[src/rtl/sort_scheduler.sv]
// Round-robin arbiter sharing one top-K minimum sorter among REQ_NUM frame buffers.
// Grants a requester, starts the sorter, captures its results, and returns them tagged with the owner.
module sort_scheduler #(
    parameter int REQ_NUM     = 4,
    parameter int REQ_WIDTH   = 2,
    parameter int OUT_NUM     = 4,
    parameter int DATA_LENGTH = 14,
    parameter int NUM_WIDTH   = 6,
    parameter int TIMEOUT     = 63,
    parameter int TO_WIDTH    = 7
) (
    input  logic                           clk,
    input  logic                           rst_n,
    input  logic [REQ_NUM-1:0]             req,
    output logic [REQ_NUM-1:0]             req_ack,
    output logic [REQ_WIDTH-1:0]           sel,
    output logic                           sort_start,
    input  logic                           sort_finish,
    input  logic [OUT_NUM*DATA_LENGTH-1:0] sorted_data,
    input  logic [OUT_NUM*NUM_WIDTH-1:0]   sorted_addr,
    output logic                           resp_valid,
    input  logic                           resp_ready,
    output logic [REQ_WIDTH-1:0]           resp_id,
    output logic [OUT_NUM*DATA_LENGTH-1:0] resp_data,
    output logic [OUT_NUM*NUM_WIDTH-1:0]   resp_addr,
    output logic                           resp_timeout,
    output logic                           busy
);

    // state | meaning
    // IDLE  | waiting for any req; arbitrates from rr_ptr
    // START | one-cycle sorter start pulse, watchdog cleared
    // RUN   | waiting for sort_finish or watchdog expiry
    // RESP  | holding the response until resp_ready
    typedef enum logic [1:0] {IDLE, START, RUN, RESP} state_t;

    state_t               state;
    logic [REQ_WIDTH-1:0] rr_ptr;
    logic [REQ_WIDTH-1:0] grant_idx;
    logic [REQ_WIDTH-1:0] cand;
    logic                 grant_vld;
    logic [TO_WIDTH-1:0]  wdog;

    // Descending scan so the lowest offset from rr_ptr is the final winner.
    always_comb begin
        grant_vld = 1'b0;
        grant_idx = rr_ptr;
        cand      = rr_ptr;
        for (int i = REQ_NUM - 1; i >= 0; i--) begin
            cand = rr_ptr + REQ_WIDTH'(i);
            if (req[cand]) begin
                grant_vld = 1'b1;
                grant_idx = cand;
            end
        end
    end

    assign sort_start = (state == START);
    assign busy       = (state != IDLE);

    always_ff @(posedge clk or negedge rst_n) begin
        if (!rst_n) begin
            state        <= IDLE;
            rr_ptr       <= '0;
            sel          <= '0;
            resp_id      <= '0;
            resp_valid   <= 1'b0;
            resp_timeout <= 1'b0;
            req_ack      <= '0;
            resp_data    <= '1;
            resp_addr    <= '1;
            wdog         <= '0;
        end else begin
            req_ack <= '0;
            case (state)
                IDLE: begin
                    if (grant_vld) begin
                        sel     <= grant_idx;
                        resp_id <= grant_idx;
                        state   <= START;
                    end
                end
                START: begin
                    wdog  <= '0;
                    state <= RUN;
                end
                RUN: begin
                    if (wdog != TO_WIDTH'(TIMEOUT - 1))
                        wdog <= wdog + 1'b1;
                    // Sorter outputs are only valid during the finish pulse, so capture now.
                    if (sort_finish) begin
                        resp_data    <= sorted_data;
                        resp_addr    <= sorted_addr;
                        resp_timeout <= 1'b0;
                        resp_valid   <= 1'b1;
                        state        <= RESP;
                    end else if (wdog == TO_WIDTH'(TIMEOUT - 1)) begin
                        resp_data    <= '1;
                        resp_addr    <= '1;
                        resp_timeout <= 1'b1;
                        resp_valid   <= 1'b1;
                        state        <= RESP;
                    end
                end
                RESP: begin
                    if (resp_ready) begin
                        resp_valid <= 1'b0;
                        req_ack    <= REQ_NUM'(1) << resp_id;
                        rr_ptr     <= resp_id + 1'b1;
                        state      <= IDLE;
                    end
                end
                default: state <= IDLE;
            endcase
        end
    end

endmodule
[config.mk]
export PLATFORM = sky130hd
export DESIGN_NAME = sort_scheduler
export DESIGN_NICKNAME = d
export VERILOG_FILES = /design/src/rtl/sort_scheduler.sv
export SDC_FILE = /design/constraint.sdc
export NUM_CORES = 1
export LEC_CHECK = 0
export CAP_MARGIN = 20
export CORE_MARGIN = 2
export CORE_UTILIZATION = 35
export CTS_CLUSTER_DIAMETER = 60
export DETAILED_ROUTE_END_ITERATION = 8
export HOLD_SLACK_MARGIN = 0.05
export PLACE_DENSITY = 0.64
export SLEW_MARGIN = 20
export SYNTH_ARGS = -nofsm -noshare
export SYNTH_HDL_FRONTEND = slang
export SYNTH_SLANG_ARGS = --single-unit
[constraint.sdc]
create_clock -name clk -period 2 [get_ports clk]
set_input_delay 0.4 -clock clk [delete_from_list [all_inputs] [get_ports clk]]
set_output_delay 0.4 -clock clk [all_outputs]
set_load 0.1 [all_outputs]
Word level (Yosys, flattened, before mapping). Cells that the tools add are included.

Register bits after elaboration: 99. Input port bits: 88.

Add/sub/neg operators: 5. Magnitude comparators: 4. Equal/unequal tests: 9. Shifts and indexed selects: 1. Mux-type cells: 34. Reduce and logical (&&, ||, !) cells: 11.

Operator list (count): two-way mux 56 bit (2); two-way mux 24 bit (2); two-way mux 2 bit (8); case mux 7 bit (2 select lines) (1); less-than comparator 2 x 3 -> 1 bit, second input constant (4); two-way mux 1 bit (12); binary-select mux 1 bit (select 2 bit) (4); two-way mux 4 bit (2); case mux 2 bit (4 select lines) (1); AND reduction 2 bit (4); nonzero test 2 bit (4); adder 7 x 1 -> 7 bit, second input constant (1); equality test 7 x 6 -> 1 bit, second input constant (1); two-way mux 7 bit (1); != test 7 x 6 -> 1 bit, second input constant (1); != test 2 bit, second input constant (3); AND reduction 3 bit (2); adder 2 x 1 -> 2 bit, second input constant (2); adder 2 bit, second input constant (2); equality test 2 bit, second input constant (2); << shifter 1 x 2 -> 4 bit, first input constant (1); != test 3 bit, second input constant (1); equality test 2 x 1 -> 1 bit, second input constant (1); zero test 2 bit (1); case mux 1 bit (2 select lines) (1).

Logic depth before layout (Yosys ltp). Gate-level depths: netlist (run 1).

Depth in word-level cells: 9. Mapped depth: 8. Depth with buffers taken out: 6.

Least setup slack after synthesis (run 1). OpenSTA, ideal clock, no wires.

Path kind: register to register. Start: reg state[1]. End: reg wdog[5]. Setup time: 129 ps. Arrival time: 1700 ps. Data required time: 1871 ps. Path slack: 171 ps. Cell stages (with the launch flop): 6. Path buffers: 0. Clock period less this slack: 1829 ps. Path through: dfrtp_1 inv_1 ha_1 nand2_1 o211ai_1 o31ai_1.

Cells in the longest elaborated chain, start to end: 3. Elaborated cells on any way between the ends: 6. Those cells by class: eq/ne (3); mux (1); reduce/logical (2).

RTL lines: start: declaration (line 37) `state_t state;`; start signal: assignment (line 63) `state <= IDLE;`; start signal: assignment (line 80) `state <= START;`; start signal: assignment (line 85) `state <= RUN;`; equality test 2 x 1 -> 1 bit *; net sort_start (line 17) `output logic sort_start,`; nonzero test 2 bit (no line); AND reduction 2 bit (no line); end signal: assignment (line 89) `wdog <= wdog + 1'b1;`; end: declaration (line 42) `logic [TO_WIDTH-1:0] wdog;`.

Mark *: on every way through the listed nets, which the timed path passes. The rest lies on a longest branch. A chain may end at the register's enable or synchronous reset.

Worst setup path after layout (run 1).
Start: reg state[1]. End: out sort_start.

Cells in the longest elaborated chain, start to end: 1.

RTL lines: equality test 2 x 1 -> 1 bit (line 58) `assign sort_start = (state == START);`; end: declaration (line 17).

Every way passes these cells.

==> results of run 1 <==
## placed cells by master (no fill, tap or decap), types with 2 or more instances in the layout
cell type         n
a21oi_1           5
and3_1            4
buf_12           90
buf_4            15
clkbuf_1          5
clkbuf_16         9
clkdlybuf4s50_1  85
dfrtp_1          19
dfstp_2          80
ha_1              9
inv_1            13
mux2i_1           3
nand2_1           8
nand2b_1          3
nand3_1           2
nand3b_1         80
nand4_1           2
nor2b_1           3
o21a_1           81
o21ai_0           4
o21bai_1          2
o22ai_1           4
xor2_1            2
## sequential cells by signal, summed over array words and instances, names as in the netlist
name / count
resp_data: 56
resp_addr: 24
resp_valid: 1
state: 2
resp_timeout: 1
req_ack: 4
wdog: 7
resp_id: 2
rr_ptr: 2
## worst min-delay path by stage
stage	startpoint	to	slack, ps	cells past startpoint
final	rst_n	resp_addr[5]	130	1
after detailed placement	rst_n	resp_addr[5]	490	1
after global placement	rst_n	resp_addr[10]	490	1
after CTS	rst_n	resp_addr[5]	110	1
after floorplan	rst_n	req_ack[0]	100	0
after global routing	rst_n	resp_addr[5]	130	1
## area by class of cell
cell class	count	area share, %
Inverter	13	0.637
Clock buffer	15	3.36
Timing Repair Buffer	191	36.1
Tap cell	176	2.87
Clock inverter	1	0.114
Multi-Input combinational cell	235	23.2
Sequential cell	99	33.6
## stage by stage
step	area [µm²]	util [%]	setup WS, ps	instances	hold WS (ps)
detailed placement	7400	56.3	24.3	714	485
CTS	7660	58.3	153	730	110
global placement	7400	56.3	73.0	714	485
floorplan	4680	-	171	377	104
global route	7660	58.3	80.7	730	126
finish	7660	58.3	168	730	125
## cell families after synthesis
group / Yosys count / synth area share (%)
mux: 5 / 1.12
compound gates: 108 / 17.0
xor+xnor: 2 / 0.375
buf+inv: 43 / 6.82
flops: 99 / 55.1
simple gates: 110 / 16.9
fa+ha+maj: 10 / 2.68
## synth_stat cells, types with 5 or more instances
library cell  count
inv_1            13
ha_1             10
dfrtp_1          19
buf_12            9
dfstp_2          80
o21a_1           81
nand2_1           8
nand3b_1         80
a21oi_1           5
clkbuf_1         16
## routing by layer
layer | track usage (%) | share of wire (%) | vias up
met2 | 26.3 | 48 | 117
li1 | - | - | 1677
met3 | 4.85 | 7.1 | 13
met5 | 0 | 0 | -
met4 | 6.76 | 1.7 | 0
met1 | 20.9 | 43 | 1742
## critical path, cell delays in order, from the launching register on
cell     delay [ps]
dfrtp_1         410
inv_1            90
ha_1            370
buf_12          220
==> key figures, run 1 <==
Clock network
  • Post-CTS Hold Buffers: 0
  • H-tree depth: 3
  • CTS tree: built
  • Clock latency on the worst-skew pair: approximately 340 ps
  • Post-CTS Setup Inserts: 0
  • Root Buffer: clkbuf_16
  • Clock Sinks: just under 100
  • Post_cts resized: 0
  • CTS clock-pin slew for the worst setup and hold paths: about 60 ps
  • CTS Buf Count: 9
  • Clk buf depth: 2

Global route
  • Tot GR Track Use: 16.5%
  • GR Overflow Total: 0
  • Largest net degree at the start of global routing: between 50 and 60
  • First-pass GRT wire length: 18.5 mm
  • Initial antenna violation count: 0
  • Vias in the first global route: between 3000 and 4000

Synth
  • Seq cells post-synth: a little under 100
  • Gate Count Post-Synth: 377
  • Synthesized area: 4680 µm²
  • Yosys top cell by area: dfstp_2
  • Area contributors post-synth: dfstp_2, o21a_1, nand3b_1
  • EDFF count, synth: 0
  • Share of the synthesized area in the top cell type: 45.0%
  • Top_reg_cell synth: dfstp_2
  • Post-synth ARST share: between 90% and 100%
  • Synth cell types: between 40 and 50
  • Yosys warning count: 0
  • Average size of a mapped cell: about 12 µm²
  • Syn Nets: approximately 480
  • Sequential fraction of the synthesis area: ~55%

Die
  • Initial Util: a little over a third
  • Die area: between 10000 and 15000 µm²
  • Top Ports: 180
  • Row cnt: 42
  • Die height: 120 µm
  • Die width: about 120 µm
  • Core area: roughly 13000 µm²

Route
  • Post-route ant nets: 0
  • Vias: around 3500
  • Pre-antenna DRT Iters: 4
  • Starting DRT DRC Count: roughly 180
  • # DRC: 0
  • Vias/cell: approximately 5
  • Avg WL per Cell: 15.9 µm
  • Routed Wire Length: around 12 mm

Timing
  • TNS Setup: 0 ps
  • Final Hold Viols: 0
  • Max Clk Rate: 546 MHz
  • Minimum clock period: 1830 ps
  • Final setup viols: 0
  • Tcrit/Tclk final: approximately 90%
  • Slew HR: a little over two thirds
  • Worst Skew: ~6.5 ps
  • RSZ-0062 raised after global routing: no
  • Final Slew Violations: 0
  • Worst-Margin Slew: about 450 ps

Cells and area
  • Area of the multi-input gates: roughly 1800 µm²
  • Fin nets: 647
  • Seq. cell area: around 2600 µm²
  • Antenna Cells: 0
  • Share of layout cells above drive strength 1: 36.6%
  • Area Overhead vs Synth: 63.9%
  • Fillers: ~1100

Worst setup path
  • CP endpoint: sort_start
  • Crit-path max FO: 7
  • WP data arrival: about 1400 ps
  • FF-to-FF setup slack: between 200 and 300 ps
  • Startpoint types: flip-flop
  • Worst Path Required: approximately 1600 ps
  • Reg-to-reg endpoint: resp_timeout
  • FF-to-FF path depth: 7
  • Crit path from: state[1]
  • Kind of end point of the critical path: output port
  • Critical path class: reg -> out
  • Critical R2R Launch: wdog[0]

Placed design
  • Global placer's final weighted congestion: around 0.80
  • HPWL after DPL: 8.46 mm
  • Number of I/O port buffers: around 180

Run
  • MaxCap Viol Count: 0

Worst hold path
  • Hold Crit Class: in -> async

Outcome
  • Outcome: complete, no violations
Power of run 1 is not shown: default switching activity piles up to over one toggle a cycle in this logic, so the estimate is an artifact.
==> run 2: changes to the inputs <==
Settings changed: SKIP_LAST_GASP set to 1.
==> results of run 2 <==
The final DEF is identical to that of run 1; final timing and power are the same.
Power of run 2 is left out for the same reason.
